File: src/rtl/wb_ram8k_ctrl_if.sv
// Wishbone classic slave port bundle for the 8K x 32 RAM controller.
interface wb_ram8k_ctrl_if;
  logic        wb_cyc_i;
  logic        wb_stb_i;
  logic        wb_we_i;
  logic [3:0]  wb_sel_i;
  logic [31:0] wb_adr_i;
  logic [31:0] wb_dat_i;
  logic [31:0] wb_dat_o;
  logic        wb_ack_o;
  logic        wb_err_o;

  modport master (
    output wb_cyc_i, wb_stb_i, wb_we_i, wb_sel_i, wb_adr_i, wb_dat_i,
    input  wb_dat_o, wb_ack_o, wb_err_o
  );

  modport slave (
    input  wb_cyc_i, wb_stb_i, wb_we_i, wb_sel_i, wb_adr_i, wb_dat_i,
    output wb_dat_o, wb_ack_o, wb_err_o
  );
endinterface

File: src/rtl/wb_ram8k_ctrl.sv
// Wishbone classic slave in front of one RAM_8Kx32 macro: decodes a 32 KB window,
// issues single-cycle RAM enables, waits out the read latency and returns ACK/ERR.
module wb_ram8k_ctrl #(
  parameter logic [31:0] BASE_ADDR = 32'h0000_0000,
  parameter int unsigned READ_LAT  = 1
) (
  input  logic          CLK,
  input  logic          RST,
  wb_ram8k_ctrl_if.slave wb,
  output logic          ram_EN,
  output logic [3:0]    ram_WE,
  output logic [12:0]   ram_A,
  output logic [31:0]   ram_Di,
  input  logic [31:0]   ram_Do
);

  typedef enum logic [1:0] {
    S_IDLE    = 2'd0,
    S_RD_WAIT = 2'd1,
    S_ACK     = 2'd2,
    S_ERR     = 2'd3
  } state_e;

  localparam logic [1:0] LAT_LOAD = 2'(READ_LAT - 1);

  state_e      state_q, state_d;
  logic [1:0]  cnt_q, cnt_d;
  logic [31:0] dat_q, dat_d;
  logic        req_s;
  logic        hit_s;
  logic        adr_lo_unused;

  assign req_s = wb.wb_cyc_i & wb.wb_stb_i;
  assign hit_s = (wb.wb_adr_i[31:15] == BASE_ADDR[31:15]);
  assign adr_lo_unused = ^wb.wb_adr_i[1:0];

  assign ram_A  = wb.wb_adr_i[14:2];
  assign ram_Di = wb.wb_dat_i;
  // The macro is only touched in IDLE, so a request held through ACK is never re-issued.
  assign ram_EN = ~RST & (state_q == S_IDLE) & req_s & hit_s;
  assign ram_WE = (ram_EN & wb.wb_we_i) ? wb.wb_sel_i : 4'b0000;

  assign wb.wb_ack_o = (state_q == S_ACK);
  assign wb.wb_err_o = (state_q == S_ERR);
  assign wb.wb_dat_o = dat_q;

  always_comb begin
    state_d = state_q;
    cnt_d   = cnt_q;
    dat_d   = dat_q;
    case (state_q)
      S_IDLE: begin
        if (req_s) begin
          if (!hit_s) begin
            state_d = S_ERR;
          end else if (wb.wb_we_i) begin
            state_d = S_ACK;
          end else begin
            state_d = S_RD_WAIT;
            cnt_d   = LAT_LOAD;
          end
        end else begin
          state_d = S_IDLE;
        end
      end
      S_RD_WAIT: begin
        if (!wb.wb_cyc_i) begin
          state_d = S_IDLE;
        end else if (cnt_q == 2'd0) begin
          dat_d   = ram_Do;
          state_d = S_ACK;
        end else begin
          cnt_d = cnt_q - 2'd1;
        end
      end
      S_ACK:   state_d = S_IDLE;
      S_ERR:   state_d = S_IDLE;
      default: state_d = S_IDLE;
    endcase
  end

  always_ff @(posedge CLK) begin
    if (RST) begin
      state_q <= S_IDLE;
      cnt_q   <= 2'd0;
      dat_q   <= 32'h0000_0000;
    end else begin
      state_q <= state_d;
      cnt_q   <= cnt_d;
      dat_q   <= dat_d;
    end
  end

endmodule
File: src/flat_wrapper.sv
// flat-port wrapper written by rule: the top's interface ports become plain ports
module wb_ram8k_ctrl_flat 
#(
  parameter logic [31:0] BASE_ADDR = 32'h0000_0000,
  parameter int unsigned READ_LAT  = 1
)
  (CLK, RST, ram_EN, ram_WE, ram_A, ram_Di, ram_Do, wb_wb_cyc_i, wb_wb_stb_i, wb_wb_we_i, wb_wb_sel_i, wb_wb_adr_i, wb_wb_dat_i, wb_wb_dat_o, wb_wb_ack_o, wb_wb_err_o);
  wb_ram8k_ctrl_if wb_i ();
  input  logic CLK;
  input  logic RST;
  output logic ram_EN;
  output logic [3:0] ram_WE;
  output logic [12:0] ram_A;
  output logic [31:0] ram_Di;
  input  logic [31:0] ram_Do;
  input wire logic [$bits(wb_i.wb_cyc_i)-1:0] wb_wb_cyc_i;
  input wire logic [$bits(wb_i.wb_stb_i)-1:0] wb_wb_stb_i;
  input wire logic [$bits(wb_i.wb_we_i)-1:0] wb_wb_we_i;
  input wire logic [$bits(wb_i.wb_sel_i)-1:0] wb_wb_sel_i;
  input wire logic [$bits(wb_i.wb_adr_i)-1:0] wb_wb_adr_i;
  input wire logic [$bits(wb_i.wb_dat_i)-1:0] wb_wb_dat_i;
  output wire logic [$bits(wb_i.wb_dat_o)-1:0] wb_wb_dat_o;
  output wire logic [$bits(wb_i.wb_ack_o)-1:0] wb_wb_ack_o;
  output wire logic [$bits(wb_i.wb_err_o)-1:0] wb_wb_err_o;
  assign wb_i.wb_cyc_i = wb_wb_cyc_i;
  assign wb_i.wb_stb_i = wb_wb_stb_i;
  assign wb_i.wb_we_i = wb_wb_we_i;
  assign wb_i.wb_sel_i = wb_wb_sel_i;
  assign wb_i.wb_adr_i = wb_wb_adr_i;
  assign wb_i.wb_dat_i = wb_wb_dat_i;
  assign wb_wb_dat_o = wb_i.wb_dat_o;
  assign wb_wb_ack_o = wb_i.wb_ack_o;
  assign wb_wb_err_o = wb_i.wb_err_o;
  wb_ram8k_ctrl #(.BASE_ADDR(BASE_ADDR), .READ_LAT(READ_LAT)) u_core (.CLK(CLK), .RST(RST), .wb(wb_i), .ram_EN(ram_EN), .ram_WE(ram_WE), .ram_A(ram_A), .ram_Di(ram_Di), .ram_Do(ram_Do));
endmodule
File: config.mk
export PLATFORM = sky130hd
export DESIGN_NAME = wb_ram8k_ctrl_flat
export DESIGN_NICKNAME = d
export VERILOG_FILES = /design/src/rtl/wb_ram8k_ctrl_if.sv /design/src/rtl/wb_ram8k_ctrl.sv /design/src/flat_wrapper.sv
export SDC_FILE = /design/constraint.sdc
export NUM_CORES = 1
export LEC_CHECK = 0
export CAP_MARGIN = 30
export CORE_ASPECT_RATIO = 1.1
export CORE_MARGIN = 4
export CORE_UTILIZATION = 31
export CTS_CLUSTER_SIZE = 40
export DETAILED_ROUTE_END_ITERATION = 12
export PLACE_DENSITY = 0.85
export SETUP_SLACK_MARGIN = 0.1
export SYNTH_ARGS = -nofsm -noshare
export SYNTH_HDL_FRONTEND = slang
export SYNTH_SLANG_ARGS = --single-unit
File: constraint.sdc
create_clock -name CLK -period 3.89 [get_ports CLK]
set_input_delay 0.778 -clock CLK [delete_from_list [all_inputs] [get_ports CLK]]
set_output_delay 0.778 -clock CLK [all_outputs]
set_load 0.02 [all_outputs]
==> results.tsv <==
stage	metric	value	unit
status	status	finished, final reports clean	
clock_tree	cts_setup_buffers	0	
clock_tree	path_clk_slew	0.07	ns
setup_path	timing.critical_path.buf_inv	2	
logic_synthesis	syn_nets	329	
timing	hold_viol	0	
drt	routedWlPerCell	13.4	µm
setup_path	path_max_fanout	5	
final_layout	layout_common_cells	clkdlybuf4s50_1, nand2_1, dfxtp_1	
placement	dp_hpwl	3500	µm
floorplanning	die_h	87.0	µm
logic_synthesis	seq_area_frac_synth	41.0	%
setup_path	cp_data_arrival_time	2.94	ns
job	maxCapViolations	0	
setup_path	path_delay_family	simple AND/OR/NAND/NOR gates	
final_layout	fin_nets	379	
floorplanning	num_rows	28	
power_and_ir_drop	p_leak	0.904	nW
drt	ant_nets	0	
timing	layout_setup_ws	0.173	ns
setup_path	worstSetupPathType	primary input to primary output	
drt	drt_first_iter_violations	55	
logic_synthesis	ys_types	25	
clock_tree	tritoncts	done	
setup_path	setup.worst_path.end_class	primary output	
timing	fin_worst_skew	0.00618	ns
global_route	antenna_found_initial	0	
timing	period_needed	3.72	ns
placement	port_buffers	96	
timing	tightest_slew	0.683	ns
final_layout	area_growth	46.8	%
timing	rsz0062_at_grt	yes	
drt	drtPass1Iterations	4	
timing	max_clock_freq	269	MHz
clock_tree	numClockSinks	36	
clock_tree	clk_latency	0.28	ns
setup_path	crit_slowest_cell	clkdlybuf4s50_1	
setup_path	cp-startpoint	wb_wb_adr_i[19]	
timing	final_max_slew_viol_count	0	
power_and_ir_drop	p_per_area	327	nW/µm²
clock_tree	ctsResizeCount	0	
min_path	hp-start	u_core.wb.wb_dat_o[0]$_SDFFE_PP0P_	
logic_synthesis	yosysWarnings	0	
placement	gp_congestion	0.780	
min_path	hp-class	register to register	
global_route	grt_max_degree	37	
final_layout	diodes	0	
timing	setup_viol	0	
timing	setup_tns	0	ns
logic_synthesis	syn_inst	223	
floorplanning	initial_core_util	32.4	%
timing	min_period_over_period	95.5	%
drt	via_per_inst	4.52	
placement	post-place-ws	0.155	ns
setup_path	start_kind	primary input	
power_and_ir_drop	vdd.ir_drop.worst	0.155	mV
floorplanning	pin_count	189	
clock_tree	cts_buffers	5	
drt	wl	4660	µm
floorplanning	core-area	5430	µm²
setup_path	path_common_cell	clkdlybuf4s50_1	
clock_tree	root_buffer	clkbuf_8	
final_layout	drive_gt1_share	5.47	%
setup_path	r2r-start	u_core.cnt_q[0]$_SDFFE_PP0P_	
setup_path	path_cells	clkdlybuf4s50_1 -> nor4_2 -> nand3_2 -> nor4b_4 -> and3_1 -> clkdlybuf4s50_1	
drt	via_count	1577	
final_layout	final_common_cell	clkdlybuf4s50_1	
drt	drc	0	
logic_synthesis	syn_area	1760	µm²
setup_path	max_stage_delay	0.61	ns
logic_synthesis	syn_avg_cell_area	7.88	µm²
clock_tree	cts-htree-levels	2	
global_route	track_usage	12.7	%
timing	max_slew_margin	54.3	%
global_route	grt_pass1_vias	1500	
floorplanning	dieArea	6940	µm²
floorplanning	die_w	79.8	µm
logic_synthesis	ys_ff_latch	36	
clock_tree	clk_path_buf_depth	2	
clock_tree	cts_hold_buf	0	
setup_path	worst_ep_required_time	3.11	ns
global_route	overflow	0	
global_route	grt_pass1_wl	7040	µm
[power by group]
part | internal [mW] | switching, mW | total (mW)
Clock | 0.226 | 0.130 | 0.356
Sequential | 0.375 | 0.00384 | 0.379
Combinational | 0.0696 | 0.0386 | 0.108
Total | 0.671 | 0.172 | 0.843
[state kept, by name, indices dropped and copies added, names as in the netlist]
signal / count
u_core.state_q: 2
u_core.wb.wb_dat_o: 32
u_core.cnt_q: 2
[final timing paths]
path         slack, ns  depth (start not counted)                            endpoint
min reg2reg       0.45                          2  u_core.wb.wb_dat_o[0]$_SDFFE_PP0P_
max               0.17                          6                           ram_WE[2]
max reg2reg       2.08                          6  u_core.wb.wb_dat_o[2]$_SDFFE_PP0P_
min               0.45                          2  u_core.wb.wb_dat_o[0]$_SDFFE_PP0P_
[layer usage]
metal	GRT usage (%)	vias up	share of wire (%)
li1	-	778	-
met1	13.6	714	37
met2	22.1	63	52
met3	4.04	22	8.4
met4	7.07	0	2.4
met5	0	-	0
[synth_stat cells]
library cell	number	area, µm²
ha_1	1	12.5
nand3_1	1	5.00
nand2_1	66	248
dfxtp_1	36	721
o31ai_1	1	7.51
and4bb_1	1	12.5
and3_1	5	31.3
nor3_1	1	5.00
buf_4	45	338
nor2b_1	2	12.5
nand2b_1	2	12.5
inv_1	2	7.51
o311ai_0	2	17.5
nor2_1	3	11.3
nand3_2	1	10.0
and3b_1	1	8.76
and2_1	1	6.26
nor4_1	1	6.26
buf_2	3	15.0
nand3b_1	1	7.51
clkbuf_1	8	30.0
nor4b_4	1	23.8
a21oi_1	35	175
nor4_2	2	25.0
a311oi_1	1	8.76
[cell families (layout without fill, tap and decap cells)]
kind of cell               Yosys count  after routing  synth area share, %
AOI/OAI and AO/OA                   39             39                 11.9
DFF                                 36             36                 41.0
and+or+nand+nor                     89             89                 24.2
buffers and inverters               58            109                 22.2
adders and majority gates            1              1                0.712
[through the flow]
stage	cell area (µm²)	hold WS (ns)	util, %	power, mW	cells
6_report	2580	0.452	47.5	0.843	349
5_1_grt	2580	0.477	47.5	0.880	349
4_1_cts	2580	0.456	47.5	0.858	349
3_5_place_dp	2450	0.446	45.2	0.496	341
3_3_place_gp	2450	0.441	45.2	0.495	341
2_1_floorplan	1760	0.467	-	0.486	223
[worst min-delay path, delay by kind of cell, from the launching register on]
family,cells,cell delay (ns)
and+or+nand+nor,1,0.05
AOI/OAI and AO/OA,1,0.05
DFF,1,0.31
[layout make-up]
cell class	instances	area [µm²]
Fill cell	534	2850
Timing Repair Buffer	99	986
Sequential cell	36	721
Multi-Input combinational cell	129	647
Clock buffer	7	96.3
Tap cell	75	93.8
Clock inverter	1	30.0
Inverter	2	7.51
Note: power is estimated with default switching activity, not from simulation.
